**src/rtl/mmu_input_packer.sv**
```systemverilog
// mmu_input_packer: packs 64-bit operand beats into 256-bit rows and frames
// them for the matrix multiplication unit (start pulse, settle gap,
// weight rows, one separator cycle, data rows).
//
// Handshake: an input beat transfers on a rising clock edge where
// in_tvalid && in_tready are both high. in_tready depends only on registered
// state. The MMU side has no ready: every cycle with m_valid=1 delivers one row.
module mmu_input_packer #(
    parameter int IN_W       = 64,
    parameter int LANE_W     = 16,
    parameter int LANES      = 16,
    parameter int ROWS       = 16,
    parameter int FIFO_DEPTH = 4,
    parameter int START_GAP  = 4
) (
    input  logic                    clk,
    input  logic                    rst,
    input  logic                    cfg_start,
    input  logic [IN_W-1:0]         in_tdata,
    input  logic                    in_tvalid,
    output logic                    in_tready,
    input  logic                    in_tlast,
    output logic                    ap_start,
    output logic                    m_valid,
    output logic [LANES*LANE_W-1:0] m_data,
    output logic                    busy,
    output logic                    err_len
);

    localparam int ROW_W     = LANES * LANE_W;
    localparam int BEATS     = ROW_W / IN_W;
    localparam int BW        = (BEATS > 1) ? $clog2(BEATS) : 1;
    localparam int PW        = $clog2(FIFO_DEPTH);
    localparam int JOB_BEATS = 2 * ROWS * BEATS;
    localparam int JBW       = $clog2(JOB_BEATS);
    localparam int RCW       = $clog2(2 * ROWS + 1);
    localparam int PCW       = (ROWS > 1) ? $clog2(ROWS) : 1;
    localparam int GCW       = $clog2(START_GAP) + 1;

    localparam logic [BW-1:0]  LAST_BEAT   = BW'(BEATS - 1);
    localparam logic [JBW-1:0] W_LAST_BEAT = JBW'(ROWS * BEATS - 1);
    localparam logic [JBW-1:0] D_LAST_BEAT = JBW'(JOB_BEATS - 1);
    localparam logic [RCW-1:0] TOTAL_ROWS  = RCW'(2 * ROWS);
    localparam logic [PCW-1:0] LAST_ROW    = PCW'(ROWS - 1);
    localparam logic [GCW-1:0] GAP_LAST    = GCW'(START_GAP - 2);

    typedef enum logic [2:0] {
        IDLE   = 3'd0,
        START  = 3'd1,
        GAP    = 3'd2,
        W_ROWS = 3'd3,
        SEP    = 3'd4,
        D_ROWS = 3'd5,
        DONE   = 3'd6
    } state_t;

    state_t state;
    state_t state_next;

    logic [ROW_W-1:0] mem [FIFO_DEPTH];
    logic [PW:0]      wr_ptr;
    logic [PW:0]      rd_ptr;
    logic             fifo_full;
    logic             fifo_empty;

    logic [ROW_W-1:0] pack_q;
    logic [ROW_W-1:0] row_in;
    logic [BW-1:0]    beat_idx;
    logic [JBW-1:0]   beat_cnt;
    logic [RCW-1:0]   rows_packed;
    logic [PCW-1:0]   pop_cnt;
    logic [GCW-1:0]   gap_cnt;

    logic accept;
    logic push;
    logic pop;
    logic job_go;
    logic tlast_exp;
    logic ap_start_d;
    logic busy_d;

    assign fifo_empty = (wr_ptr == rd_ptr);
    assign fifo_full  = (wr_ptr[PW] != rd_ptr[PW]) &&
                        (wr_ptr[PW-1:0] == rd_ptr[PW-1:0]);

    assign in_tready = ((state == GAP) || (state == W_ROWS) ||
                        (state == SEP) || (state == D_ROWS)) &&
                       !fifo_full && (rows_packed != TOTAL_ROWS);

    assign accept    = in_tvalid && in_tready;
    assign push      = accept && (beat_idx == LAST_BEAT);
    assign pop       = ((state == W_ROWS) || (state == D_ROWS)) && !fifo_empty;
    assign job_go    = (state == IDLE) && cfg_start;
    assign tlast_exp = (beat_cnt == W_LAST_BEAT) || (beat_cnt == D_LAST_BEAT);

    // Current beat merged into the pack register; on the last beat this is the row pushed.
    always_comb begin
        row_in = pack_q;
        row_in[beat_idx*IN_W +: IN_W] = in_tdata;
    end

    // State register.
    always_ff @(posedge clk or posedge rst) begin
        if (rst) begin
            state <= IDLE;
        end else begin
            state <= state_next;
        end
    end

    // Next-state logic: framing sequence of one job.
    always_comb begin
        state_next = state;
        case (state)
            IDLE:    if (cfg_start) state_next = START;
            START:   state_next = GAP;
            GAP:     if (gap_cnt == GAP_LAST) state_next = W_ROWS;
            W_ROWS:  if (pop && (pop_cnt == LAST_ROW)) state_next = SEP;
            SEP:     state_next = D_ROWS;
            D_ROWS:  if (pop && (pop_cnt == LAST_ROW)) state_next = DONE;
            DONE:    state_next = IDLE;
            default: state_next = IDLE;
        endcase
    end

    // Output decode: values loaded into the output registers next edge.
    always_comb begin
        ap_start_d = (state_next == START);
        busy_d     = (state_next != IDLE);
    end

    // Registered MMU-side outputs; m_data holds while no row is presented.
    always_ff @(posedge clk or posedge rst) begin
        if (rst) begin
            ap_start <= 1'b0;
            busy     <= 1'b0;
            m_valid  <= 1'b0;
            m_data   <= '0;
        end else begin
            ap_start <= ap_start_d;
            busy     <= busy_d;
            m_valid  <= pop;
            if (pop) begin
                m_data <= mem[rd_ptr[PW-1:0]];
            end
        end
    end

    // Job counters, packing and the sticky framing error.
    always_ff @(posedge clk or posedge rst) begin
        if (rst) begin
            pack_q      <= '0;
            beat_idx    <= '0;
            beat_cnt    <= '0;
            rows_packed <= '0;
            pop_cnt     <= '0;
            gap_cnt     <= '0;
            err_len     <= 1'b0;
        end else if (job_go) begin
            beat_idx    <= '0;
            beat_cnt    <= '0;
            rows_packed <= '0;
            pop_cnt     <= '0;
            gap_cnt     <= '0;
            err_len     <= 1'b0;
        end else begin
            if (state == GAP) begin
                gap_cnt <= gap_cnt + 1'b1;
            end
            if (pop) begin
                pop_cnt <= (pop_cnt == LAST_ROW) ? '0 : pop_cnt + 1'b1;
            end
            if (accept) begin
                pack_q   <= row_in;
                beat_idx <= (beat_idx == LAST_BEAT) ? '0 : beat_idx + 1'b1;
                beat_cnt <= beat_cnt + 1'b1;
                if (in_tlast != tlast_exp) begin
                    err_len <= 1'b1;
                end
            end
            if (push) begin
                rows_packed <= rows_packed + 1'b1;
            end
        end
    end

    // Packed-row FIFO storage and pointers (extra MSB distinguishes full from empty).
    always_ff @(posedge clk or posedge rst) begin
        if (rst) begin
            wr_ptr <= '0;
            rd_ptr <= '0;
            for (int i = 0; i < FIFO_DEPTH; i++) begin
                mem[i] <= '0;
            end
        end else begin
            if (push) begin
                mem[wr_ptr[PW-1:0]] <= row_in;
                wr_ptr <= wr_ptr + 1'b1;
            end
            if (pop) begin
                rd_ptr <= rd_ptr + 1'b1;
            end
        end
    end

endmodule
```
**config.mk**
```make
export PLATFORM = sky130hd
export DESIGN_NAME = mmu_input_packer
export DESIGN_NICKNAME = d
export VERILOG_FILES = /design/src/rtl/mmu_input_packer.sv
export SDC_FILE = /design/constraint.sdc
export NUM_CORES = 2
export LEC_CHECK = 0
export CAP_MARGIN = 10
export CORE_UTILIZATION = 64
export DETAILED_ROUTE_END_ITERATION = 7
export DONT_BUFFER_PORTS = 1
export GPL_ROUTABILITY_DRIVEN = 0
export PLACE_DENSITY = 0.8
export REMOVE_ABC_BUFFERS = 1
export SYNTH_ARGS = -nofsm -noshare
export SYNTH_HDL_FRONTEND = slang
export SYNTH_SLANG_ARGS = --single-unit
```
**constraint.sdc**
```tcl
create_clock -name clk -period 60.3 [get_ports clk]
set_input_delay 9.045 -clock clk [delete_from_list [all_inputs] [get_ports clk]]
set_output_delay 9.045 -clock clk [all_outputs]
set_load 0.02 [all_outputs]
```
==> Word-level counts from Yosys, hierarchy flattened <==
Index checks and enable logic that the tools add are counted.
{ "op_classes": {"mux": 27, "n_mul": 0, "eq_ne": 16, "order_cmp": 3, "addsub": 8, "n_div": 0, "n_shift": 2, "n_reduce_logical": 25, "bitwise": 3} }
{ "ops": {"columns": ["cell", "count"], "rows": [
  ["1024-bit bitwise mux", 1],
  ["256-bit 2-to-1 mux", 3],
  ["256-bit binary-select mux with 2-bit select", 1],
  ["256-bit demux with 2-bit select", 1],
  ["256-bit bitwise mux", 1],
  ["64-bit by 34-bit variable shift with 256-bit output (first input constant)", 1],
  ["64-bit by 34-bit indexed part select with 256-bit output", 1],
  ["8-bit negation with 34-bit output", 1],
  ["3-bit 2-to-1 mux", 6],
  ["3-bit case mux with 6 select lines", 1],
  ["7-bit 2-to-1 mux", 2],
  ["4-bit 2-to-1 mux", 3],
  ["6-bit 2-to-1 mux", 2],
  ["2-bit nonzero test", 5],
  ["3-bit by 1-bit adder with 3-bit output (second input constant)", 3],
  ["3-bit by 2-bit equality test with 1-bit output (second input constant)", 3],
  ["1-bit logical AND", 9],
  ["7-bit by 1-bit adder with 7-bit output (second input constant)", 1],
  ["7-bit by 6-bit equality test with 1-bit output (second input constant)", 1],
  ["7-bit equality test (second input constant)", 1],
  ["6-bit by 1-bit adder with 6-bit output (second input constant)", 1],
  ["3-bit by 1-bit equality test with 1-bit output (second input constant)", 2],
  ["3-bit equality test (second input constant)", 2],
  ["3-bit greater-or-equal comparator (second input constant)", 2],
  ["18 further kinds", 30]
]} }
{ "totals": {"regBits": 1571, "ram_bits": 0, "latch_bits": 0, "mem_bits_ro": 0, "output_inout_bits": 261, "inputBits": 69, "wordCells": 102, "mem_count": 0} }

==> Depth between registers and ports, before layout <==
{ "logic_depth": {"ltp_word": 10, "depth_mapped": 9, "ltp_nobuf": 6} }

==> Worst setup path before layout <==
Ideal clock, no wire load.
{ "synth_path": {"path_type": "input port to flip-flop", "from": "in in_tvalid", "to": "reg mem[10] (netlist bit)", "setup_slack_ns": 49.690, "setup_ns": 0.128, "path_stages": 8, "path_buffers": 4, "arrival_time_ns": 10.483, "required_time_ns": 60.172, "cell_sequence": "clkbuf_1 -> and2_1 -> o31a_1 -> buf_4 -> nand3_2 -> buf_2 -> buf_4 -> mux2_1"} }
{ "synth_between": {"elab_chain_cells": 2} }
{ "synth_lines": {"columns": ["element", "line_no", "source"], "rows": [
  ["start, declared", "20", "input logic in_tvalid,"],
  ["1-bit logical AND", "90", "assign accept = in_tvalid && in_tready;"],
  ["1-bit logical AND", "91", "assign push = accept && (beat_idx == LAST_BEAT);"],
  ["end signal, assigned by index", "197", "mem[wr_ptr[PW-1:0]] <= row_in;"],
  ["end, declared", "60", "logic [ROW_W-1:0] mem [FIFO_DEPTH];"]
]} }
No other way between the ends.
A chain may end at the register's enable or synchronous reset.

==> Worst setup path after layout <==
{ "layout_path": {"from": "in in_tvalid", "to": "reg mem[5] (netlist bit)"} }
Same word-level chain as after synthesis.

==> metrics <==
Root Driver=clkbuf_16; final wirelength=approximately 160000 um; synthesized flop and latch total=around 1.6k; sequential power share=between 40% and 50%; clk slew on worst S/H paths=0.06 ns; Worst Reg2Reg Path Length in Cells=7; initial core utilization=64.68%; cell family with most CP delay=buffers and inverters; max-slew violations=0; share of cells above drive strength 1=18.91%; most frequent CP cell=buf_4; Max Cap Viol=0; P_sw=~1.2 mW; die width=328.4 um; status=finished, violations left; Synth top area share=57.62%; sequential cell area=around 0.039 mm^2; Setup Fix Bufs, Post-CTS=0; mapped cell area=about 0.07 mm^2; P_leak=37.77 nW; failing checks=design-rule violations; hold path start=pack_q[167]; routed vias/inst=approximately 6; IO buf count=0; worst path buffer plus inverter count=3; sequential area share after synthesis=between 50 and 60%; Syn Area/Cell=13.32 um^2; htree depth=4; ys flop type=dfrtp_1; Worst slew margin=a little under a fifth; Int Pwr=2.338 mW; Synth area leaders=dfrtp_1 58%, mux2_1 15%, mux4_2 8.5%; cts-stage hold buffer count=0; WP depth=7; CP startpoint kind=primary input; worst path required time=60.92 ns; initial antenna violation count=2; WS Path Type=primary input to register; Residual DRC=44; largest net degree at the start of global routing=~170; vias in the first global route=about 43k; top-count cell post-synth=dfrtp_1; P per Cell Area=~48 mW/mm^2; Clock Sink Count=between 1.5k and 2k; Final setup viols=0; Core ar.=roughly 0.11 mm^2; final worst path period need=12.56 ns; Avg WL per Cell=roughly 24 um; area of the multi-input gates=0.02651 mm^2; routed via count=between 30k and 40k; CP Data Arrival Time=roughly 13 ns; Final Cycle Share=20.83%; Final nets=5105; Cells after Synth=around 5.1k; Rows=119; Antenna Nets Post-Route=0; grt ovf=0; P&R area growth vs syn=9.284%; Post-synth EDFFs=0; Crit. End Element=register; TritonRoute pass-1 iters=7; most frequent cells after synthesis=1570 x dfrtp_1, 1051 x nand2_1, 895 x mux2_1, 386 x mux2_2, 266 x inv_1; post-DP HPWL=86880 um; Min Hold Slack=0.4837 ns; final hold vios=0; Worst Setup SP=in_tvalid; switching part of the total power=34.54%; Hold Path Stages=1; Crit path largest cell delay=roughly 0.92 ns; Reg-to-Reg Start=rd_ptr[1]; Longest Clk Path Bufs=3; Yosys warning total=0; num ports=330; RSZ-0062 raised after global routing=no; die area=roughly 0.11 mm^2; Least-Margin Pin Slew=roughly 1.2 ns; crit-path cells=and2_1 > o31a_1 > nand3_4 > buf_4 > buf_4 > buf_4 > mux2_2; filler cell count=approximately 7k; GRT Overall Usage=between 20 and 30%; Resize count post-CTS=0; Clock Power Share=between 20% and 30%; worst-path maximum fanout=60; Achievable Freq=between 0.07 and 0.08 GHz; Synth cell types=approximately 40; Detailed Route Iter0 Violations=a little under 3k; CTS tree=yes; Synth async-reset ratio=100.0%; first-pass GRT wire length=248700 um; largest area contributor in the netlist=dfrtp_1; diode count=0; CTS Buf Count=between 150 and 200; Hold Crit Class=register to register; Clock Latency Late Sink=approximately 0.77 ns; TNS Setup=0 ns; CP max-delay cell=buf_4; Comb pwr share=roughly 26%; die height=between 300 and 400 um; Fin Clk Skew=0.02564 ns; Peak VDD IR=just under 0.00005 V
[registers in the layout, indices dropped and copies added (netlist names), 2 cells and up]
register     flops
pack_q         256
pop_cnt          4
gap_cnt          3
rows_packed      6
beat_idx         2
m_data         256
beat_cnt         6
state            3
mem           1024
rd_ptr           3
wr_ptr           3
[path summary, 6_finish.rpt]
check                               to  slack [ns]
max in group asynchronous     mem[504]       47.77
hold reg to reg            pack_q[167]        0.48
setup / recovery                mem[5]       47.74
hold / removal             pack_q[167]        0.48
min in group asynchronous   m_data[96]        8.30
setup reg to reg                mem[5]       54.44
[power by group through the flow]
stage / clock network (mW) / registers [mW] / logic, mW
4_1_cts: 1.02 / 1.64 / 0.932
5_1_grt: 1.07 / 1.68 / 1.00
2_1_floorplan: 0 / 1.65 / 0.697
6_report: 1.01 / 1.64 / 0.920
3_3_place_gp: 0 / 1.63 / 0.887
3_5_place_dp: 0 / 1.65 / 0.920
[layout by cell type, fill, tap and decap left out, drive strengths merged, types with 3 or more instances in the layout]
master	instances
inv	271
o31ai	5
mux2	1281
o21ai	263
a22o	3
nand3	17
nor2	4
xnor2	8
mux4	256
nand4	7
mux2i	11
nand2b	3
clkinvlp	4
clkinv	30
nor4bb	3
bufinv	15
ha	17
clkbuf	232
a21oi	6
and3	5
xor2	4
dfrtp	1570
buf	62
nand2	1051
[kinds of logic (layout without fill, tap and decap cells)]
| kind of cell | after synthesis | count (layout) | synth area share (%) |
|---|---|---|---|
| fa+ha+maj | 17 | 17 | 0.3120 |
| simple gates | 1098 | 1098 | 6.223 |
| xor+xnor | 12 | 12 | 0.1652 |
| mux | 1548 | 1548 | 29.78 |
| compound gates | 286 | 286 | 2.176 |
| flops | 1570 | 1570 | 57.62 |
| buf+inv | 587 | 614 | 3.725 |
[per-stage QoR]
step	power (mW)	util [%]	std cells	setup slack, ns	cell area [um^2]
after floorplan	2.345	-	4798	6.958	66640
after global placement	2.520	65.55	6251	46.93	69100
after detailed placement	2.573	65.55	6251	46.90	69100
after CTS	3.596	70.68	6536	47.69	74510
after global routing	3.746	70.68	6536	47.04	74510
final	3.572	70.68	6536	47.74	74510
[per-layer routing]
metal,global-route usage [%],vias to the layer above,routed length [um]
li1,-,17400,-
met1,40.62,21290,65900
met2,49.11,965,77300
met3,5.295,270,8163
met4,9.545,0,4133
met5,0,-,0
[layout make-up]
cell class,count,area share (%)
sequential,1570,52.74
multi-input combinational,2961,35.58
timing repair buffer,62,0.7254
tap,1391,2.336
clock inverter,53,1.023
inverter,267,1.365
clock buffer,232,6.235
No activity file was read; power rests on OpenSTA's default activity.
